--- src/rtl/delta_channel_scheduler.sv ---
// Delta-modulation spike scheduler: NCH one-entry sample buffers share a single
// compare datapath through a round-robin arbiter; events leave via valid/ready.
module delta_channel_scheduler #(
   parameter int unsigned NCH = 4,
   parameter int unsigned DW  = 4,
   parameter int unsigned CHW = 2
) (
   input  logic              clk,
   input  logic              rst_n,
   input  logic              ena,
   input  logic [NCH-1:0]    in_valid,
   input  logic [NCH*DW-1:0] in_data,
   output logic [NCH-1:0]    in_ready,
   input  logic [DW-1:0]     threshold,
   input  logic              emit_zero,
   input  logic              clear_prev,
   output logic              evt_valid,
   input  logic              evt_ready,
   output logic [CHW-1:0]    evt_ch,
   output logic [1:0]        evt_spike
);

   typedef enum logic [1:0] {S_IDLE, S_COMPUTE, S_EMIT} state_t;

   state_t           r_state;
   logic [NCH-1:0]   r_pending;
   logic [DW-1:0]    r_data [NCH];
   logic [DW-1:0]    r_prev [NCH];
   logic [CHW-1:0]   r_rr;
   logic [CHW-1:0]   r_grant;
   logic             r_evt_valid;
   logic [CHW-1:0]   r_evt_ch;
   logic [1:0]       r_evt_spike;

   logic             w_any;
   logic [CHW-1:0]   w_pick;
   int unsigned      w_idx;
   logic [DW-1:0]    w_cur;
   logic [DW-1:0]    w_old;
   logic [DW:0]      w_up_diff;
   logic [DW:0]      w_dn_diff;
   logic             w_up;
   logic             w_dn;
   logic [CHW-1:0]   w_rr_next;

   // Scan from the round-robin pointer upward, wrapping; first pending wins.
   always_comb begin
      w_any  = 1'b0;
      w_pick = '0;
      w_idx  = 0;
      for (int unsigned k = 0; k < NCH; k++) begin
         w_idx = (32'(r_rr) + k) % NCH;
         if (!w_any && r_pending[w_idx[CHW-1:0]]) begin
            w_any  = 1'b1;
            w_pick = w_idx[CHW-1:0];
         end
      end
   end

   always_comb begin
      w_cur     = r_data[r_grant];
      w_old     = r_prev[r_grant];
      w_up_diff = {1'b0, w_cur} - {1'b0, w_old};
      w_dn_diff = {1'b0, w_old} - {1'b0, w_cur};
      w_up      = (w_cur > w_old) && (w_up_diff >= {1'b0, threshold});
      w_dn      = (w_old > w_cur) && (w_dn_diff >= {1'b0, threshold});
      w_rr_next = (32'(r_grant) == NCH - 1) ? '0 : r_grant + CHW'(1);
   end

   always_ff @(posedge clk or negedge rst_n) begin
      if (!rst_n) begin
         r_state     <= S_IDLE;
         r_pending   <= '0;
         r_rr        <= '0;
         r_grant     <= '0;
         r_evt_valid <= 1'b0;
         r_evt_ch    <= '0;
         r_evt_spike <= '0;
         for (int unsigned i = 0; i < NCH; i++) begin
            r_data[i] <= '0;
            r_prev[i] <= '0;
         end
      end else begin
         for (int unsigned i = 0; i < NCH; i++) begin
            if (in_valid[i] && !r_pending[i]) begin
               r_data[i]    <= in_data[i*DW +: DW];
               r_pending[i] <= 1'b1;
            end
         end

         case (r_state)
            S_IDLE: begin
               if (ena && w_any) begin
                  r_grant <= w_pick;
                  r_state <= S_COMPUTE;
               end
            end
            S_COMPUTE: begin
               r_pending[r_grant] <= 1'b0;
               r_rr               <= w_rr_next;
               // Sub-threshold deltas leave prev alone so they accumulate.
               if (w_up || w_dn) r_prev[r_grant] <= w_cur;
               if (w_up || w_dn || emit_zero) begin
                  r_evt_ch    <= r_grant;
                  r_evt_spike <= {w_up, w_dn};
                  r_evt_valid <= 1'b1;
                  r_state     <= S_EMIT;
               end else begin
                  r_state <= S_IDLE;
               end
            end
            S_EMIT: begin
               if (evt_ready) begin
                  r_evt_valid <= 1'b0;
                  r_state     <= S_IDLE;
               end
            end
            default: r_state <= S_IDLE;
         endcase

         // Placed after the COMPUTE update so a coinciding clear takes priority.
         if (clear_prev) begin
            for (int unsigned i = 0; i < NCH; i++) r_prev[i] <= '0;
         end
      end
   end

   assign in_ready  = ~r_pending;
   assign evt_valid = r_evt_valid;
   assign evt_ch    = r_evt_ch;
   assign evt_spike = r_evt_spike;

endmodule

--- config.mk ---
export PLATFORM = sky130hd
export DESIGN_NAME = delta_channel_scheduler
export DESIGN_NICKNAME = d
export VERILOG_FILES = /design/src/rtl/delta_channel_scheduler.sv
export SDC_FILE = /design/constraint.sdc
export NUM_CORES = 1
export LEC_CHECK = 0
export ABC_AREA = 0
export CAP_MARGIN = 20
export CORE_MARGIN = 4
export CORE_UTILIZATION = 56
export DETAILED_ROUTE_END_ITERATION = 7
export HOLD_SLACK_MARGIN = 0.03
export PLACE_DENSITY = 0.88
export SKIP_LAST_GASP = 1
export SYNTH_ARGS = -nofsm -noshare
export SYNTH_HDL_FRONTEND = slang
export SYNTH_SLANG_ARGS = --single-unit
--- constraint.sdc ---
create_clock -name clk -period 4.7 [get_ports clk]
set_input_delay 1.175 -clock clk [delete_from_list [all_inputs] [get_ports clk]]
set_output_delay 1.175 -clock clk [all_outputs]
set_load 0.02 [all_outputs]
; After elaboration in Yosys (flattened, before gate mapping)
; Cells that the tools add are included.
[op_classes]
eq_ne = 6
muxes = 43
n_reduce_logical = 30
order_cmp = 12
addsub = 6
bitwise_logic = 4
[op_table]
columns = cell, n
row1 = 2-to-1 mux 16 bit, 3
row2 = 2-to-1 mux 4 bit, 6
row3 = binary-select mux 4 bit (select 2 bit), 2
row4 = bitwise mux 16 bit, 1
row5 = 2-to-1 mux 2 bit, 8
row6 = "< comparator 2 x 3 -> 1 bit, second input constant", 5
row7 = 2-to-1 mux 1 bit, 15
row8 = logical AND 1 bit, 12
row9 = >= comparator 5 x 4 -> 1 bit, 2
row10 = subtractor 4 x 4 -> 5 bit, 2
row11 = binary-select mux 1 bit (select 2 bit), 4
row12 = demux 4 bit (select 2 bit), 1
row13 = > comparator 4 bit, 2
row14 = inverter 4 bit, 2
row15 = AND reduction 2 bit, 4
row16 = logical NOT 1 bit, 7
row17 = "!= test 2 bit, second input constant", 3
row18 = one-hot mux 2 bit (3 select lines), 1
row19 = nonzero test 2 bit, 3
row20 = "adder 2 x 1 -> 2 bit, second input constant", 2
row21 = "adder 2 bit, second input constant", 2
row22 = AND 4 bit, 1
row23 = "equality test 2 bit, second input constant", 2
row24 = ">= comparator 3 bit, second input constant", 1
row25 = 9 further kinds, 10
[word_totals]
ff_bits = 47
wordCells = 116

; Logic depth before layout (Yosys ltp)
[depth]
word_depth = 15
ltp_mapped = 13
depth_no_buf = 12

; Worst setup path after synthesis
; Ideal clock, no wire load.
[synth_timing]
kind = register -> register
startpoint = register r_grant[0]
endpoint = register r_prev[10] in the netlist's numbering
path_stages_with_launch = 14
required_time_ps = 4621
t_arrival_ps = 3519
setup_ps = 79
path_slack_ps = 1102
synth_period_minus_slack_ps = 3598
n_path_buf = 1
cell_sequence = dfrtp_1 -> buf_2 -> mux4_2 -> inv_1 -> ha_1 -> inv_1 -> fa_1 -> xor2_1 -> ha_1 -> a21oi_2 -> o21ai_2 -> a2111oi_4 -> o32a_4 -> mux2i_1
[synth_between]
elab_chain_cells = 10
[synth_rtl]
columns = item, line_no
row1 = from (decl), 30  ; logic [CHW-1:0] r_grant;
row2 = from (signal assigned), 94  ; r_grant <= w_pick;
row3 = inverter 2 -> 3 bit (implied by the code) (*), "61, 62, 102"
row4 = "binary-select mux 4 bit (select 2 bit), on equally long branches", "61, 62"
row5 = "2-to-1 mux 4 bit, on equally long branches (2 in series)", "61, 62"
row6 = "subtractor 4 x 4 -> 5 bit, on equally long branches", "63, 64"
row7 = ">= comparator 5 x 4 -> 1 bit, on equally long branches", "65, 66"
row8 = "logical AND 1 bit, on equally long branches", "65, 66"
row9 = logical OR 1 bit, 102  ; if (w_up || w_dn) r_prev[r_grant] <= w_cur;
row10 = nonzero test 2 bit (no line), --
row11 = AND reduction 2 bit (no line), --
row12 = "to (signal, indexed assignment)", 102
row13 = to (decl), 28  ; logic [DW-1:0] r_prev [NCH];
; Every way passes the cells marked *; elsewhere a longest branch is shown, timed or not. The select of a mux whose other input is x is not followed.
; A chain may end at the register's enable or synchronous reset.

; Worst setup path in the final report
[layout_timing]
startpoint = register r_grant[0]
endpoint = register r_prev[9] in the netlist's numbering
; Same word-level chain as after synthesis.

==> impl_metrics.tcl <==
set metrics [dict create \
    cts_tree "done" \
    antenna_cells 0 \
    max_freq_mhz 245 \
    ctsResizeCount 0 \
    fin_crit_ps 4080 \
    synth_cell_type_count 53 \
    firstDrtPassIters 4 \
    crit_path_cell_trace "mux4_2 -> inv_1 -> ha_1 -> inv_1 -> fa_1 -> xor2_1 -> ha_1 -> a21oi_2 -> o21ai_2 -> a2111oi_4 -> o32a_4 -> mux2i_1" \
    netlist_instances 257 \
    leakage_nw 1.53 \
    status "completed" \
    finalSetupViolations 0 \
    critPathMaxFanout 12 \
    switchingPower_mw 1.18 \
    cts.sinks 47 \
    min_from "r_data[5]" \
    ys_warn_count 0 \
    cts_buffers 5 \
    dpl.hpwl_mm 4.79 \
    critPathBufInv 2 \
    slowest_stage "dfrtp_1" \
    final_common_cell "dfrtp_1" \
    io_pins 39 \
    clkPwrFrac_pct 10.9 \
    cts_setup_buffers 0 \
    period_share_pct 86.7 \
    grt_pass1_wl_mm 10.3 \
    combPwrFrac_pct 63.7 \
    routedWlPerCell_um 17.0 \
    htreeDepth 2 \
    finClkSkew_ps 4.01 \
    reg2reg_depth 12 \
    globalRoute.totalOverflow 0 \
    syn_area_um2 2990 \
    routabilityCongestion 0.810 \
    start_kind "flip-flop" \
    start_util_pct 58.2 \
    die_x_um 81.1 \
    antenna_found_initial 0 \
    layout_setup_ws_ps 623 \
    drt-vias-per-instance 5.64 \
    critical_path_class "flip-flop to flip-flop" \
    finalMaxSlewViolations 0 \
    grtUsageTotal_pct 20.6 \
    ys_async_sr_fraction_pct 100 \
    clockBufferDepth 2 \
    hold_violations 0 \
    synth_nets 308 \
    dr.first_iter.drc_count 77 \
    rrSetupSlack_ps 620 \
    drc 0 \
    layout-drive-gt1-share_pct 16.4 \
    synth-edff-count 0 \
    whs_endpoint "r_data[5]" \
    synth_seq_area_share_pct 39.3 \
    tns_ps 0 \
    crit_path_max_incr_delay_ps 750 \
    synthXorXnorAreaFrac_pct 0.585 \
    slew_headroom_pct 50.7 \
    end_kind "flip-flop" \
    grt_max_degree 48 \
    clock_latency_ps 300 \
    syn_to_final_growth_pct 17.6 \
    ir_worst_vdd_mv 0.419 \
    whs_ps 511 \
    core_um2 5140 \
    dp_slack_ps 633 \
    synth.avg_cell_area_um2 11.6 \
    num_rows 26 \
    grt_pass1_vias 2147 \
    crit_arrival_ps 4290 \
    hold_buffers 0 \
    maxCapViolations 0 \
    synth_fa_ha_area_share_pct 9.28 \
    postSynthRegisterBits 47 \
    crit_family "compound AO/OA/AOI/OAI gates" \
    portBuffers 38 \
    final_cell_mix "dfrtp_1 (47), clkdlybuf4s50_1 (37), inv_1 (24), nand2b_1 (22), ha_1 (19)" \
    pwr_density_cell_nw_per_um2 747 \
    yosys.area_share.simple_pct 11.1 \
    tightest_slew_ps 738 \
    synth_top_family_by_area "multiplexers" \
    cts_root_buffer "clkbuf_8" \
    min_path_type "flip-flop to flip-flop" \
    pwr-share-seq_pct 25.5 \
    dr_total_vias 2046 \
    swShare_pct 45.0 \
    synth_flop_cell "dfrtp_1" \
    whs_path_depth 1 \
    totalWireLength_mm 6.18 \
    synth_compound_area_share_pct 16.6 \
    reg2reg_to "r_prev[9]" \
    p_int_mw 1.45 \
    cts.clk_slew.worst_paths_ps 80 \
    antenna_left 0 \
    die_area_um2 6580 \
    required_ps 4910 \
    die_h_um 81.1 \
    nNetsFinal 344 \
    rr_startpoint "r_grant[0]" \
    yosys-mux-area-fraction_pct 18.1 \
    rsz0062_at_grt "no" \
]
logic make-up after synthesis:
family / after synthesis
multiplexers: 42
AND/OR/NAND/NOR: 58
flip-flops: 47
XOR/XNOR: 2
buffers and inverters: 34
adder cells (fa/ha/maj): 21
AO/OA/AOI/OAI: 53
worst max-delay path by stage:
stage | slack, ps | from | cells after the start | end
after floorplan | 1100 | r_grant[0] | 13 | r_prev[10]
after global placement | 770 | r_grant[0] | 12 | r_prev[8]
after detailed placement | 630 | r_grant[0] | 12 | r_prev[12]
after CTS | 600 | r_grant[0] | 12 | r_prev[9]
after global routing | 410 | r_grant[0] | 12 | r_prev[9]
final | 620 | r_grant[0] | 12 | r_prev[9]
routing by layer:
metal	routed length, um	vias to the layer above	global-route usage, %
met5	0	-	0
met4	74	0	5.07
met3	218	8	3.22
met2	3180	49	37.4
met1	2700	1001	25.6
li1	-	988	-
per-stage QoR:
step / cells / utilization [%] / power (mW) / cell area, um2
finish: 363 / 68.5 / 2.63 / 3520
global route: 363 / 68.5 / 2.83 / 3520
CTS: 362 / 68.1 / 2.64 / 3500
detailed placement: 355 / 66.1 / 2.34 / 3400
global placement: 355 / 66.1 / 2.27 / 3400
floorplan: 257 / - / 2.00 / 2990
cells in the mapped netlist (2+ instances only):
master,n,share of area (%)
buf_6,2,0.75
nor2b_1,7,1.5
a21oi_1,9,1.5
ha_1,19,7.9
nand2b_1,22,4.6
clkbuf_1,4,0.50
o32ai_1,2,0.59
nor2_1,8,1.0
fa_1,2,1.3
inv_1,24,3.0
o21ai_0,9,1.5
nand3_1,4,0.67
mux2i_1,17,5.7
xor2_1,2,0.59
o32a_4,3,2.3
dfrtp_1,47,39
o22ai_1,2,0.42
o21a_1,2,0.50
mux2_2,17,6.4
nand2_1,7,0.88
o21bai_1,4,1.0
and2_1,3,0.63
mux4_2,8,6.0
o41ai_1,2,0.59
buf_2,3,0.50
sequential cells by signal, indices dropped and copies added, names as in the netlist:
register	flops
evt_spike	2
r_prev	16
evt_valid	1
r_rr	2
evt_ch	2
r_grant	2
r_data	16
r_pending	4
r_state	2
layout make-up:
| class | count | area [um2] |
|---|---|---|
| Sequential cell | 47 | 1180 |
| Clock inverter | 1 | 30.0 |
| Fill cell | 406 | 1620 |
| Timing Repair Buffer | 39 | 395 |
| Inverter | 24 | 90.1 |
| Multi-Input combinational cell | 176 | 1670 |
| Clock buffer | 6 | 72.6 |
| Tap cell | 70 | 87.6 |
worst register-to-register path, cell delays in order (launching register included):
cell	delay (ps)
dfrtp_1	750
mux4_2	650
inv_1	90
ha_1	160
inv_1	50
fa_1	420
xor2_1	180
ha_1	320
a21oi_2	140
o21ai_2	90
a2111oi_4	610
o32a_4	320
mux2i_1	210
power groups by stage:
stage | Combinational (mW) | Clock, mW | Sequential, mW
after floorplan | 1.36 | 0 | 0.633
after global placement | 1.60 | 0 | 0.669
after detailed placement | 1.67 | 0 | 0.675
after CTS | 1.68 | 0.292 | 0.669
after global routing | 1.83 | 0.307 | 0.691
final | 1.67 | 0.286 | 0.669
Note: power is estimated with default switching activity, not from simulation.
==> edit 1 (same flow settings) <==
Set the parameter `CHW` to 1 (it was 2).
--- a/src/rtl/delta_channel_scheduler.sv
+++ b/src/rtl/delta_channel_scheduler.sv
@@ -3,7 +3,7 @@
 module delta_channel_scheduler #(
    parameter int unsigned NCH = 4,
    parameter int unsigned DW  = 4,
-   parameter int unsigned CHW = 2
+   parameter int unsigned CHW = 1
 ) (
    input  logic              clk,
    input  logic              rst_n,
Ports: changed (resized evt_ch); port bits go from 39 to 38. No check against the original RTL was run, so the function may have changed too.
==> edit 1 against the unedited design <==
  * Sequential power fell by 38%
  * Worst setup slack improved by 0.31 ns
  * Design area fell by 35%
  * Sequential cell count fell by 19
  * Fmax rose by 8.3%
  * Routed wire length fell by 36%
  * Synthesized cell count fell by 29%
  * Power fell by 35%
  * Synthesized area fell by 35%
  * Utilization rose by 0.39 points
==> edit 1: results (changes against the unedited design) <==
** Route
- The average wire per standard cell was 15.4 µm (was 17.0 µm).
- The first-iteration detailed-routing DRC count was 62 (was 77).
- Number of vias in the routed layout :: 1,442 (was 2,046)

** Power and ir drop
- The leakage power of the design is 1.03 nW (was 1.53 nW).
- Peak supply drop :: 0.000373 V (was 0.000419 V)

** Yosys
- The total nets after synthesis is 229 (was 308).
- Commonest cells in the synthesized netlist :: 28 x sky130_fd_sc_hd__dfrtp_1, 22 x sky130_fd_sc_hd__inv_1, 18 x sky130_fd_sc_hd__nand2b_1 (was 47 x sky130_fd_sc_hd__dfrtp_1, 24 x sky130_fd_sc_hd__inv_1, 22 x sky130_fd_sc_hd__nand2b_1)
- Largest cells by area after synthesis: sky130_fd_sc_hd__dfrtp_1 36%, sky130_fd_sc_hd__ha_1 9.7%, sky130_fd_sc_hd__mux2i_1 8.2% (was sky130_fd_sc_hd__dfrtp_1 39%, sky130_fd_sc_hd__ha_1 7.9%, sky130_fd_sc_hd__mux2_2 6.4%).
- Fraction of the yosys area taken by sequential cells :: 36.1% (was 39.3%)
- Count of cell types in the netlist :: 46 (was 53)
- Syn Area/Cell :: 10.7 µm² (was 11.6 µm²)

** Global routing
- Largest net degree at the start of global routing :: 21 (was 48)
- The via count of the first global-routing pass was 1,559 (was 2,147).
- Global-route wire length before repair :: 6800 µm (was 10,300 µm)
- The total routing usage reported by global routing is 19.9% (was 20.6%).

** Timing
- The worst hold slack across all endpoints came to 0.487 ns (was 0.511 ns).
- Post-layout minimum cycle time :: 3.76 ns (was 4.08 ns)
- Transition time at the pin with the least slew margin :: 0.864 ns (was 0.738 ns)
- Final Skew :: 0.00253 ns (was 0.00401 ns)

** Placement
- Placement-stage worst setup slack :: 0.980 ns (was 0.633 ns)
- The weighted congestion reported at the end of routability-driven placement was 0.883 (was 0.810).
- Cell area after placement :: 0.00227 mm² (was 0.00340 mm²)
- HPWL after detailed placement :: 3360 µm (was 4790 µm)
- Input/output buffers :: 29 (was 38)
- The count of placed standard cells including taps was 254 (was 355).

** Outcome
- Run status: completed (unchanged).

** Clock tree
- The clock tree root buffer cell was sky130_fd_sc_hd__clkbuf_4 (was sky130_fd_sc_hd__clkbuf_8).
- Register clock-pin slew on the reported worst setup and hold paths :: 0.13 ns (was 0.08 ns)
- Number of H-tree levels :: 1 (was 2)
- Worst skew pair latency :: 0.32 ns (was 0.30 ns)
- The TritonCTS buffer count is 3 (was 5).

** Finish
- The number of filler instances in the final layout was 270 (was 406).
- Area used by multi-input combinational logic :: 0.00114 mm² (was 0.00167 mm²)
- The layout cell share with drive strength beyond 1 was 14.2% (was 16.4%).
- Registers with the highest flip-flop counts: r_data: 8 flops, r_prev: 8 flops, r_pending: 4 flops (was r_data: 16 flops, r_prev: 16 flops, r_pending: 4 flops).
- Number of nets at the end of the flow :: 260 (was 344)

** Setup path
- The signal arrival time at the worst endpoint is 3.97 ns (was 4.29 ns).
- Setup slack of the worst register-to-register path :: 0.94 ns (was 0.62 ns)
- Launch point of the worst path :: r_grant (was r_grant[0])

** Min path
- Hold Crit Start :: r_pending[2] (was r_data[5])
edit 1: changes by cell type in the layout (fill, tap and decap cells not counted), sizes merged, moves of 5 or more:
cell / before / now
mux4: 8 / 0
dfrtp: 47 / 28
mux2: 17 / 8
o21ai: 11 / 6
clkdlybuf4s50: 37 / 29
edit 1: power breakdown:
part	internal, mW	switching, mW	total [mW]
clock	0.0301	0.0648	0.0949
combinational	0.545	0.663	1.21
sequential	0.327	0.0863	0.414
edit 1: per-layer routing:
metal	GRT usage, %	wire, µm	vias to the layer above
li1	-	-	697
met1	22.4	1590	703
met2	38.1	2150	31
met3	2.02	140	11
met4	7.09	85	0
met5	0	0	-
edit 1: logic make-up (layout without fill, tap and decap cells):
| group | after synthesis | in the layout | share of synthesized area (%) |
|---|---|---|---|
| AOI/OAI and AO/OA | 41 | 41 | 19.3 |
| muxes | 24 | 24 | 12.9 |
| buffers and inverters | 26 | 55 | 5.47 |
| adders and majority gates | 17 | 17 | 11.7 |
| and+or+nand+nor | 44 | 44 | 13.7 |
| DFF | 28 | 28 | 36.1 |
| xor gates and xnor gates | 2 | 2 | 0.902 |
edit 1: layout make-up:
type / count / share of cell area [%]
tap: 46 / 2.51
multi-input combinational: 128 / 49.5
clock buffer: 3 / 0.980
timing repair buffer: 30 / 13.0
inverter: 22 / 3.59
sequential: 28 / 30.5
edit 1: final timing paths:
check | depth (start not counted) | to
min in group asynchronous | 1 | r_data[9]
max reg2reg | 10 | r_state[1]
min reg2reg | 1 | r_pending[2]
max in group asynchronous | 2 | r_prev[11]
max | 10 | r_state[1]
min | 1 | r_pending[2]
==> edit 2 (config.mk and constraints unchanged) <==
Without the edit above. Make the reset (`rst_n`) synchronous in one clocked block.
--- a/src/rtl/delta_channel_scheduler.sv
+++ b/src/rtl/delta_channel_scheduler.sv
@@ -67,7 +67,7 @@
       w_rr_next = (32'(r_grant) == NCH - 1) ? '0 : r_grant + CHW'(1);
    end
 
-   always_ff @(posedge clk or negedge rst_n) begin
+   always_ff @(posedge clk) begin
       if (!rst_n) begin
          r_state     <= S_IDLE;
          r_pending   <= '0;
Behaviour: differs if rst_n is asserted again (counterexample within 4 cycles, from zero or initial values and one cycle with rst_n low); with rst_n held inactive, the same outputs for 4 cycles.
==> edit 2 against the unedited design <==
  * Sequential cell count increased by 2
  * Worst setup slack improved by 0.076 ns
  * Sequential share of layout area grew 6.1 points
  * Synthesized area decreased by 7.7%
  * Routed wire length is 13% lower
  * Fmax increased by 1.9%
  * Design area decreased by 6.5%
Power is not compared: it rests on default switching activity, and its combinational part moved more than twofold at a synthesized area within 25%.
==> edit 2: results (changes against the unedited design) <==
** Route
- The average wire per standard cell came to 15.2 µm (was 17.0 µm).
- Number of vias per cell :: 5.39 (was 5.64)
- Met3 routed wirelength :: 276 µm (was 218 µm)
- DR WL met2 :: 2790 µm (was 3180 µm)

** Finish
- Seq/total area :: 39.6% (was 33.4%)
- Inverters, non-clock :: 23 (was 24)
- Filler Cells Inserted :: 378 (was 406)
- Sequential cell count of the final layout :: 49 (was 47)
- Fraction of layout cells with a size suffix above 1 :: 10.1% (was 16.4%)
- The net count reported at finish is 337 (was 344).
- The total area of multi-input combinational cells was 0.00134 mm² (was 0.00167 mm²).

** Setup path
- The worst-path maximum fanout came to 8 (was 12).
- The largest incremental delay on the critical path is 0.65 ns (was 0.75 ns).
- The worst flop-to-flop path endpoint is r_prev[2][0] (was r_prev[9]).
- Signal arrival time at the worst endpoint :: 4.02 ns (was 4.29 ns)
- The cell type group with the largest total delay on the critical path is adder cells (was compound AO/OA/AOI/OAI gates).
- Number of cells on the worst reg-to-reg path :: 13 (was 12)
- The slowest cell on the critical path is sky130_fd_sc_hd__dfxtp_1 (was sky130_fd_sc_hd__dfrtp_1).

** Yosys
- Commonest cells in the synthesized netlist: 33 x sky130_fd_sc_hd__and2_1, 32 x sky130_fd_sc_hd__edfxtp_1, 23 x sky130_fd_sc_hd__inv_1 (was 47 x sky130_fd_sc_hd__dfrtp_1, 24 x sky130_fd_sc_hd__inv_1, 22 x sky130_fd_sc_hd__nand2b_1).
- Fraction of the yosys area taken by sequential cells :: 47.1% (was 39.3%)
- Post-Syn Nets :: 298 (was 308)

** Min path
- The cell depth of the worst hold path is 2 (was 1).
- The hold-critical path endpoint was evt_valid (was r_data[5]).

** Global routing
- The met2 track utilization from global routing was 33.9% (was 37.4%).
- The met1 capacity usage during global routing was 22.1% (was 25.6%).
- The met3 layer usage reported by global route was 3.44% (was 3.22%).
- The via count of the first global-routing pass is 1,895 (was 2,147).

** Outcome
- Run status: completed (unchanged).

** Placement
- GPL Wtd Cong :: 0.874 (was 0.810)
==> edit 2: cell types whose count changed after synthesis, sizes merged, moves of 16 or more <==
| cell | change |
|---|---|
| mux2 | -16 |
| nand2b | -17 |
| dfrtp | -47 |
| dfxtp | +17 |
| and2 | +30 |
| edfxtp | +32 |
==> edit 2: cells by family (layout without fill, tap and decap cells) <==
logic type      count (synthesis)  count (layout)  share of synthesized area [%]
compound gates                 47              47                           11.8
flops                          49              49                           47.1
mux                            11              11                           7.66
xor+xnor                        2               2                          0.634
fa+ha+maj                      21              21                           10.1
buf+inv                        30              70                           4.44
simple gates                   87              87                           18.3
==> edit 2: worst max-delay path by stage <==
stage / startpoint / end / slack, ns / cells past startpoint
detailed placement: register / r_prev[3][0] / 0.70 / 13
floorplan: register / r_prev[0][0] / 1.12 / 14
global placement: register / r_prev[2][3] / 0.79 / 13
global route: register / r_prev[1][2] / 0.43 / 13
CTS: register / r_prev[3][3] / 0.69 / 13
finish: register / r_prev[2][0] / 0.70 / 13
==> edit 2: where the power goes <==
part	internal, mW	leakage [nW]	switching (mW)	total (mW)
Combinational	0.145	0.758	0.170	0.315
Clock	0.117	0.0486	0.131	0.248
Sequential	0.487	0.490	0.0198	0.507
Total	0.749	1.30	0.321	1.07
==> edit 2: per-stage QoR <==
| step | instance area, µm² | total power, mW | hold slack (ns) | worst slack [ns] | std cells |
|---|---|---|---|---|---|
| finish | 3290 | 1.07 | 0.465 | 0.700 | 354 |
| global route | 3290 | 1.13 | 0.483 | 0.432 | 354 |
| CTS | 3290 | 1.08 | 0.467 | 0.689 | 354 |
| detailed placement | 3200 | 0.830 | 0.454 | 0.699 | 346 |
| global placement | 3200 | 0.818 | 0.442 | 0.785 | 346 |
| floorplan | 2760 | 0.738 | 0.468 | 1.12 | 247 |
